$ cat src/rtl/fir_pkg.sv
// Shared definitions for the time-multiplexed FIR datapath: sequencer states, default sizing, address helper.
// Latency: none (types, constants and a pure function only).
// Backpressure: not applicable.
package fir_pkg;

  typedef enum logic [1:0] {
    STARTUP,
    IDLE,
    RUN,
    DRAIN
  } fir_state_t;

  localparam int DEF_FILTER_LENGTH = 16;
  localparam int DEF_DSP_LATENCY   = 4;
  localparam int DEF_START_DELAY   = 7;

  // Widest delay-line address any instance may use; callers cast down to their own ADDR_W.
  localparam int ADDR_MAX_W = 16;
  typedef logic [ADDR_MAX_W-1:0] fir_addr_t;

  // (a - b) mod len for a, b < len. One extra bit catches the borrow, so the
  // wrap is exact for lengths that are not a power of two.
  function automatic fir_addr_t wrap_sub(input fir_addr_t a, input fir_addr_t b,
                                         input fir_addr_t len);
    logic [ADDR_MAX_W:0] diff;
    diff = {1'b0, a} - {1'b0, b};
    if (diff[ADDR_MAX_W]) begin
      diff = diff + {1'b0, len};
    end
    return diff[ADDR_MAX_W-1:0];
  endfunction

endpackage

$ cat src/rtl/fir_mac_sequencer.sv
// Sequences one DSP58 MAC through all taps of a circular-delay-line FIR, one input sample at a time.
// Latency: accept at edge A -> taps in cycles A+1..A+FILTER_LENGTH -> out_valid in cycle A+FILTER_LENGTH+DSP_LATENCY.
// Backpressure: in_ready only in IDLE; in_valid elsewhere is held off by the source, never dropped.
module fir_mac_sequencer
  import fir_pkg::*;
#(
  parameter  int FILTER_LENGTH = DEF_FILTER_LENGTH,  // >= 2
  parameter  int DSP_LATENCY   = DEF_DSP_LATENCY,    // >= 1
  parameter  int START_DELAY   = DEF_START_DELAY,    // >= 1
  localparam int ADDR_W        = $clog2(FILTER_LENGTH)
) (
  input  logic              clk,
  input  logic              rst,
  input  logic              in_valid,
  output logic              in_ready,
  output logic              wr_en,
  output logic [ADDR_W-1:0] wr_addr,
  output logic [ADDR_W-1:0] coef_addr,
  output logic [ADDR_W-1:0] samp_addr,
  output logic              dsp_ce,
  output logic              acc_load,
  output logic              out_valid,
  output logic              warm
);

  // Counter widths; a 1-bit minimum keeps degenerate latencies legal.
  localparam int DRN_W = (DSP_LATENCY > 1) ? $clog2(DSP_LATENCY) : 1;
  localparam int STU_W = (START_DELAY > 1) ? $clog2(START_DELAY) : 1;

  localparam logic [ADDR_W-1:0] LAST_TAP   = ADDR_W'(FILTER_LENGTH - 1);
  localparam logic [DRN_W-1:0]  LAST_DRAIN = DRN_W'(DSP_LATENCY - 1);
  localparam logic [STU_W-1:0]  LAST_START = STU_W'(START_DELAY - 1);

  fir_state_t        state;
  logic [ADDR_W-1:0] wr_ptr;
  logic [ADDR_W-1:0] newest;
  logic [ADDR_W-1:0] tap;
  logic [ADDR_W-1:0] tap_nxt;
  logic [ADDR_W-1:0] samp_cnt;
  logic [DRN_W-1:0]  drain_cnt;
  logic [STU_W-1:0]  start_cnt;

  assign tap_nxt = tap + 1'b1;

  // The sample is written in the accept cycle itself, so the write strobe follows in_valid directly.
  assign wr_en   = (state == IDLE) && in_valid;
  assign wr_addr = wr_ptr;

  // Sequencer FSM; every tap/strobe output is registered alongside the state that implies it.
  always_ff @(posedge clk or posedge rst) begin
    if (rst) begin
      state     <= STARTUP;
      wr_ptr    <= '0;
      newest    <= '0;
      tap       <= '0;
      samp_cnt  <= '0;
      drain_cnt <= '0;
      start_cnt <= '0;
      in_ready  <= 1'b0;
      coef_addr <= '0;
      samp_addr <= '0;
      dsp_ce    <= 1'b0;
      acc_load  <= 1'b0;
      out_valid <= 1'b0;
      warm      <= 1'b0;
    end else begin
      out_valid <= 1'b0;
      case (state)
        STARTUP: begin
          if (start_cnt == LAST_START) begin
            state    <= IDLE;
            in_ready <= 1'b1;
          end else begin
            start_cnt <= start_cnt + 1'b1;
          end
        end

        IDLE: begin
          if (in_valid) begin
            state     <= RUN;
            in_ready  <= 1'b0;
            newest    <= wr_ptr;
            tap       <= '0;
            wr_ptr    <= (wr_ptr == LAST_TAP) ? '0 : wr_ptr + 1'b1;
            // Tap 0 reads the slot being written now, and starts a fresh sum.
            dsp_ce    <= 1'b1;
            acc_load  <= 1'b1;
            coef_addr <= '0;
            samp_addr <= wr_ptr;
            // Saturates once the delay line holds a full window of real samples.
            if (samp_cnt == LAST_TAP) begin
              warm <= 1'b1;
            end else begin
              samp_cnt <= samp_cnt + 1'b1;
            end
          end
        end

        RUN: begin
          acc_load <= 1'b0;
          if (tap == LAST_TAP) begin
            state     <= DRAIN;
            drain_cnt <= '0;
            dsp_ce    <= 1'b0;
            coef_addr <= '0;
            samp_addr <= '0;
            // With a single-cycle DSP the first drain cycle is already the result cycle.
            out_valid <= (LAST_DRAIN == '0);
          end else begin
            tap       <= tap_nxt;
            coef_addr <= tap_nxt;
            samp_addr <= ADDR_W'(wrap_sub(fir_addr_t'(newest), fir_addr_t'(tap_nxt),
                                          fir_addr_t'(FILTER_LENGTH)));
          end
        end

        DRAIN: begin
          if (drain_cnt == LAST_DRAIN) begin
            state    <= IDLE;
            in_ready <= 1'b1;
          end else begin
            drain_cnt <= drain_cnt + 1'b1;
            out_valid <= ((drain_cnt + 1'b1) == LAST_DRAIN);
          end
        end

        default: begin
          state <= STARTUP;
        end
      endcase
    end
  end

endmodule

$ cat config.mk
export PLATFORM = sky130hd
export DESIGN_NAME = fir_mac_sequencer
export DESIGN_NICKNAME = d
export VERILOG_FILES = /design/src/rtl/fir_pkg.sv /design/src/rtl/fir_mac_sequencer.sv
export SDC_FILE = /design/constraint.sdc
export NUM_CORES = 1
export LEC_CHECK = 0
export CAP_MARGIN = 20
export CORE_MARGIN = 4
export CORE_UTILIZATION = 58
export CTS_BUF_LIST = sky130_fd_sc_hd__clkbuf_8
export CTS_CLUSTER_SIZE = 25
export DETAILED_ROUTE_END_ITERATION = 8
export PLACE_DENSITY = 0.8
export SYNTH_ARGS = -nofsm -noshare
export SYNTH_HDL_FRONTEND = slang
export SYNTH_SLANG_ARGS = --single-unit
$ cat constraint.sdc
create_clock -name clk -period 2.66 [get_ports clk]
set_input_delay 0.399 -clock clk [delete_from_list [all_inputs] [get_ports clk]]
set_output_delay 0.399 -clock clk [all_outputs]
set_load 0.01 [all_outputs]
### After elaboration in Yosys (flattened, before gate mapping)

Cells that the tools add are included.
W data, S select, Z words.

| storage, ports and cells | value |
|---|---|
| register bits | 36 |
| output and inout port bits | 18 |
| input bits | 3 |
| word-level logic and storage cells | 81 |

| cells by class | value |
|---|---|
| multiplexer cells | 28 |
| reduce and logical (&&, ||, !) cells | 15 |
| bitwise operators | 2 |
| $add $sub $neg | 7 |
| equal/unequal tests | 15 |

Operators with widths:

| cell | number |
|---|---|
| $mux W4 | 7 |
| $pmux W4 S2 | 3 |
| $add A4 B1 Y4 const B | 4 |
| $reduce_and A3 Y1 | 5 |
| $eq A4 B4 Y1 const B | 3 |
| $mux W2 | 6 |
| $ne A2 B2 Y1 const B | 6 |
| $eq A2 B2 Y1 const B | 4 |
| $pmux W2 S4 | 1 |
| $reduce_and A4 Y1 | 2 |
| $mux W1 | 7 |
| $reduce_and A2 Y1 | 3 |
| $sub A4 B4 Y5 | 1 |
| $pmux W1 S2 | 2 |
| $pmux W2 S2 | 1 |
| $reduce_bool A2 Y1 | 2 |
| $add A3 B1 Y3 const B | 1 |
| $eq A3 B3 Y1 const B | 1 |
| $pmux W1 S3 | 1 |
| $reduce_bool A3 Y1 | 1 |
| $add A2 B1 Y2 const B | 1 |
| $eq A2 B1 Y1 const B | 1 |
| $logic_not A2 Y1 | 1 |
| $not A1 Y1 | 2 |
| $logic_and A1 B1 Y1 | 1 |

### Longest topological paths before layout

| depth | value |
|---|---|
| depth in word-level cells | 6 |
| depth in mapped cells | 9 |
| gate-level depth less buffers | 8 |

### Worst setup path after synthesis

No wires, ideal clock.

| timing path | value |
|---|---|
| path kind | register -> register |
| from | register tap[0] |
| to | register samp_addr[3] |
| cell stages (with the launch flop) | 9 |
| data required time | 2.529 ns |
| arrival time | 1.813 ns |
| path slack | 0.716 ns |
| clock period less this slack | 1.944 ns |
| buffers on the path | 0 |
| setup time | 0.131 ns |
| cells stage by stage | dfrtp_1 > ha_1 > xnor2_1 > ha_1 > a21o_1 > a31oi_1 > xnor2_1 > a311oi_1 > a21oi_1 |

| on the way | value |
|---|---|
| word-level cells in the longest chain between the ends | 6 |
| elaborated cells between the ends (all ways) | 7 |
| those cells by class | 3 x add/sub; 1 x eq/ne; 3 x mux |

Ends and longest elaborated chain:

| what | RTL line | RTL |
|---|---|---|
| from (decl) | fir_mac_sequencer.sv:37 | `logic [ADDR_W-1:0] tap;` |
| from (signal assigned) | fir_mac_sequencer.sv:110 | `tap <= tap_nxt;` |
| $add A4 B1 Y4 | fir_mac_sequencer.sv:43 | `assign tap_nxt = tap + 1'b1;` |
| $sub A4 B4 Y5 | fir_pkg.sv:26 | `diff = {1'b0, a} - {1'b0, b};` |
| $add A4 B1 Y4 | fir_pkg.sv:28 | `diff = diff + {1'b0, len};` |
| $mux W4 | fir_pkg.sv:27 | `if (diff[ADDR_MAX_W]) begin` |
| $mux W4 (*) | fir_mac_sequencer.sv:101 | `if (tap == LAST_TAP) begin` |
| $pmux W4 S2 (*) | fir_mac_sequencer.sv:68 | `case (state)` |
| to (signal assigned) | fir_mac_sequencer.sv:89 | `samp_addr <= wr_ptr;` |
| to (signal assigned) | fir_mac_sequencer.sv:112 | `samp_addr <= ADDR_W'(wrap_sub(fir_addr_t'(newest), fir_addr_t'(tap_nxt),` |
| to (decl) | fir_mac_sequencer.sv:19 | `output logic [ADDR_W-1:0] samp_addr,` |

Every way passes the cells marked *; elsewhere a longest branch is shown, timed or not.
A chain may end at the register's enable or synchronous reset.

### Worst setup path after layout

| timing path | value |
|---|---|
| from | register state[1] |
| to | output port wr_en |

| on the way | value |
|---|---|
| word-level cells in the longest chain between the ends | 2 |

Ends and longest elaborated chain:

| what | RTL line | RTL |
|---|---|---|
| from (decl) | fir_mac_sequencer.sv:34 | `fir_state_t state;` |
| from (signal assigned) | fir_mac_sequencer.sv:52 | `state <= STARTUP;` |
| from (signal assigned) | fir_mac_sequencer.sv:71 | `state <= IDLE;` |
| from (signal assigned) | fir_mac_sequencer.sv:80 | `state <= RUN;` |
| $eq A2 B1 Y1 | fir_mac_sequencer.sv:46 | `assign wr_en = (state == IDLE) && in_valid;` |
| $logic_and A1 B1 Y1 | fir_mac_sequencer.sv:46 |  |
| to (decl) | fir_mac_sequencer.sv:16 | `output logic wr_en,` |

No other way between the ends.

==> impl_metrics.toml <==
[synth]
syn_area_per_cell_um2 = 9.54
synth_edf_count = 0
synth_cells = 204
yosysUniqueCellTypes = 38
synth_area_um2 = 1950
ys.warnings.count = 0
syn_nets = 222
yosysTopAreaCellShare = 0.463
async_flop_share = 1.00
synth_area_leaders = "dfrtp_1 46%, ha_1 9.0%, nand2_1 6.0%"
synth_flop_cell = "dfrtp_1"
ys_ff_latch = 36
yosysTopAreaCell = "dfrtp_1"
ys_seq_area_frac = 0.463

[floorplan]
initial_core_util = 0.622
ios = 21
row_count = 20
die_w_um = 65.9
fp.dieH_um = 65.9
core_area_um2 = 3130
dieArea_um2 = 4350

[detailed_routing]
antenna_left = 0
avgRoutedWirePerCell_um = 14.8
viasPerCell = 5.73
drtIter0Drc = 169
vias = 1552
first_pass_iters = 4
remaining_drc_errors = 0
wirelength_um = 4020

[critical_path]
critPathKind = "reg2out"
cp-start-kind = "flop"
r2r-start = "tap[0]"
endpoint_kind = "output pin"
endpoint = "wr_en"
reg2reg_setup_slack_ps = 480
regToRegEndpoint = "samp_addr[3]"
ff2ff_path_depth = 8
setup.worst_path.start = "state[1]"
cp_max_fo = 8
critPathRequiredTime_ps = 2260
crit_arrival_ps = 1850

[timing]
timing.slew.headroom = 0.413
fin_crit_sh = 0.844
worst_pin_slew_ps = 880
max_freq_mhz = 445
post-route-min-period_ps = 2240
finalSetupViolations = 0
fin_worst_skew_ps = 6.71
rsz0062_at_grt = "false"
setup_ws_ps = 415
hold_viol = 0
setup_tns_ps = 0
slew_viol_final = 0

[cts]
clk_latency_ps = 290
clk_pin_slew_ps = 60
clock_sinks = 36
cts_buffer_depth = 2
cts_hold_buf = 0
post_cts.repair.setup_buffers = 0
cts_buffers = 5
root_buffer = "clkbuf_8"
cts_resized = 0
htreeDepth = 2
cts_tree = "built"

[placement]
numPortBuffers = 20
place_congestion = 0.878
dp_hpwl_um = 2890
dp_slack_ps = 509
place_inst = 263
placement.cell_area_um2 = 2160

[grt]
grt_pass1_wl_um = 7180
grt_use_total = 0.219
grt_max_degree = 37
gr-total-overflow = 0
antenna_found_initial = 0
grt_pass1_vias = 1580

[power]
vdd_ir_drop_max_uv = 646
total_power_w = 0.00274
p_per_area_nw_per_um2 = 1220
leakage_nw = 1.04

[final_layout]
syn2layout_area_growth_pct = 15.6
finalNonFillerCells = 271
stdcell_area_um2 = 2250
layout_common_cells = "36 x dfrtp_1, 31 x nand2_1, 20 x clkdlybuf4s50_1"
diodes = 0
drive_above_1_share = 0.0749
finalNetCount = 244
layout_commonest_cell = "dfrtp_1"

[status]
status = "completed"

[run]
drv_cap = 0

[hold_path]
hold_class = "reg2reg"
[worst max-delay path, stage by stage (launching register included)]
cell and delay [ps]:
dfrtp_1 410, inv_1 90, ha_1 340, nand2_2 120, inv_2 80, clkdlybuf4s50_1 530
[through the flow]
step                      hold slack, ps   util
after floorplan                      441      -
after global placement               455  0.690
after CTS                            478  0.719
final                                477  0.719
after global routing                 488  0.719
after detailed placement             461  0.690
[registers in the layout, indices dropped and copies added, names as in the netlist, 2 cells and up]
| name | count |
|---|---|
| coef_addr | 4 |
| drain_cnt | 2 |
| newest | 4 |
| samp_addr | 4 |
| samp_cnt | 4 |
| start_cnt | 3 |
| state | 2 |
| tap | 4 |
| wr_addr | 4 |
[worst min-delay path by stage]
| stage | startpoint | to | cells past startpoint | slack (ps) |
|---|---|---|---|---|
| 2_1_floorplan | start_cnt[2] | start_cnt[2] | 1 | 440 |
| 3_3_place_gp | start_cnt[2] | start_cnt[2] | 1 | 450 |
| 3_5_place_dp | warm | warm | 1 | 460 |
| 4_1_cts | start_cnt[2] | start_cnt[2] | 1 | 480 |
| 5_1_grt | start_cnt[2] | start_cnt[2] | 1 | 490 |
| 6_report | start_cnt[2] | start_cnt[2] | 1 | 480 |
[layout make-up]
cell class	instances	area, um^2
Fill cell	244	878
Clock inverter	2	7.51
Multi-Input combinational cell	145	925
Timing Repair Buffer	23	223
Tap cell	44	55.1
Clock buffer	6	82.6
Inverter	15	56.3
Sequential cell	36	901
[logic make-up after synthesis]
group           count (synthesis)  synth area share
buf+inv                        23            0.0617
compound gates                 58             0.188
flops                          36             0.463
fa+ha+maj                      15             0.100
xor+xnor                        8            0.0360
mux                             2            0.0116
simple gates                   62             0.140
[routing by layer]
metal / global-route usage / part of all wire
met4: 0.0881 / 0.021
met1: 0.290 / 0.46
met3: 0.0663 / 0.035
met5: 0 / 0
met2: 0.335 / 0.49
[Yosys cell counts (all sizes together), types with 2 or more instances]
library cell,instances
nand3,7
a22oi,3
a21oi,17
ha,14
nor3,2
xnor2,7
inv,15
o31ai,2
dfrtp,36
o22ai,2
a21o,5
nor2,12
a31oi,2
mux2,2
o21ai,16
a311oi,2
nand2,33
nand2b,3
buf,6
a22o,3
clkbuf,2
[power by group]
part,total [W],switching [W],internal [W]
clock network,0.000391,0.000188,0.000203
logic,0.00137,0.000720,0.000650
registers,0.000984,0.000218,0.000765
(Power assumes the default switching activity.)
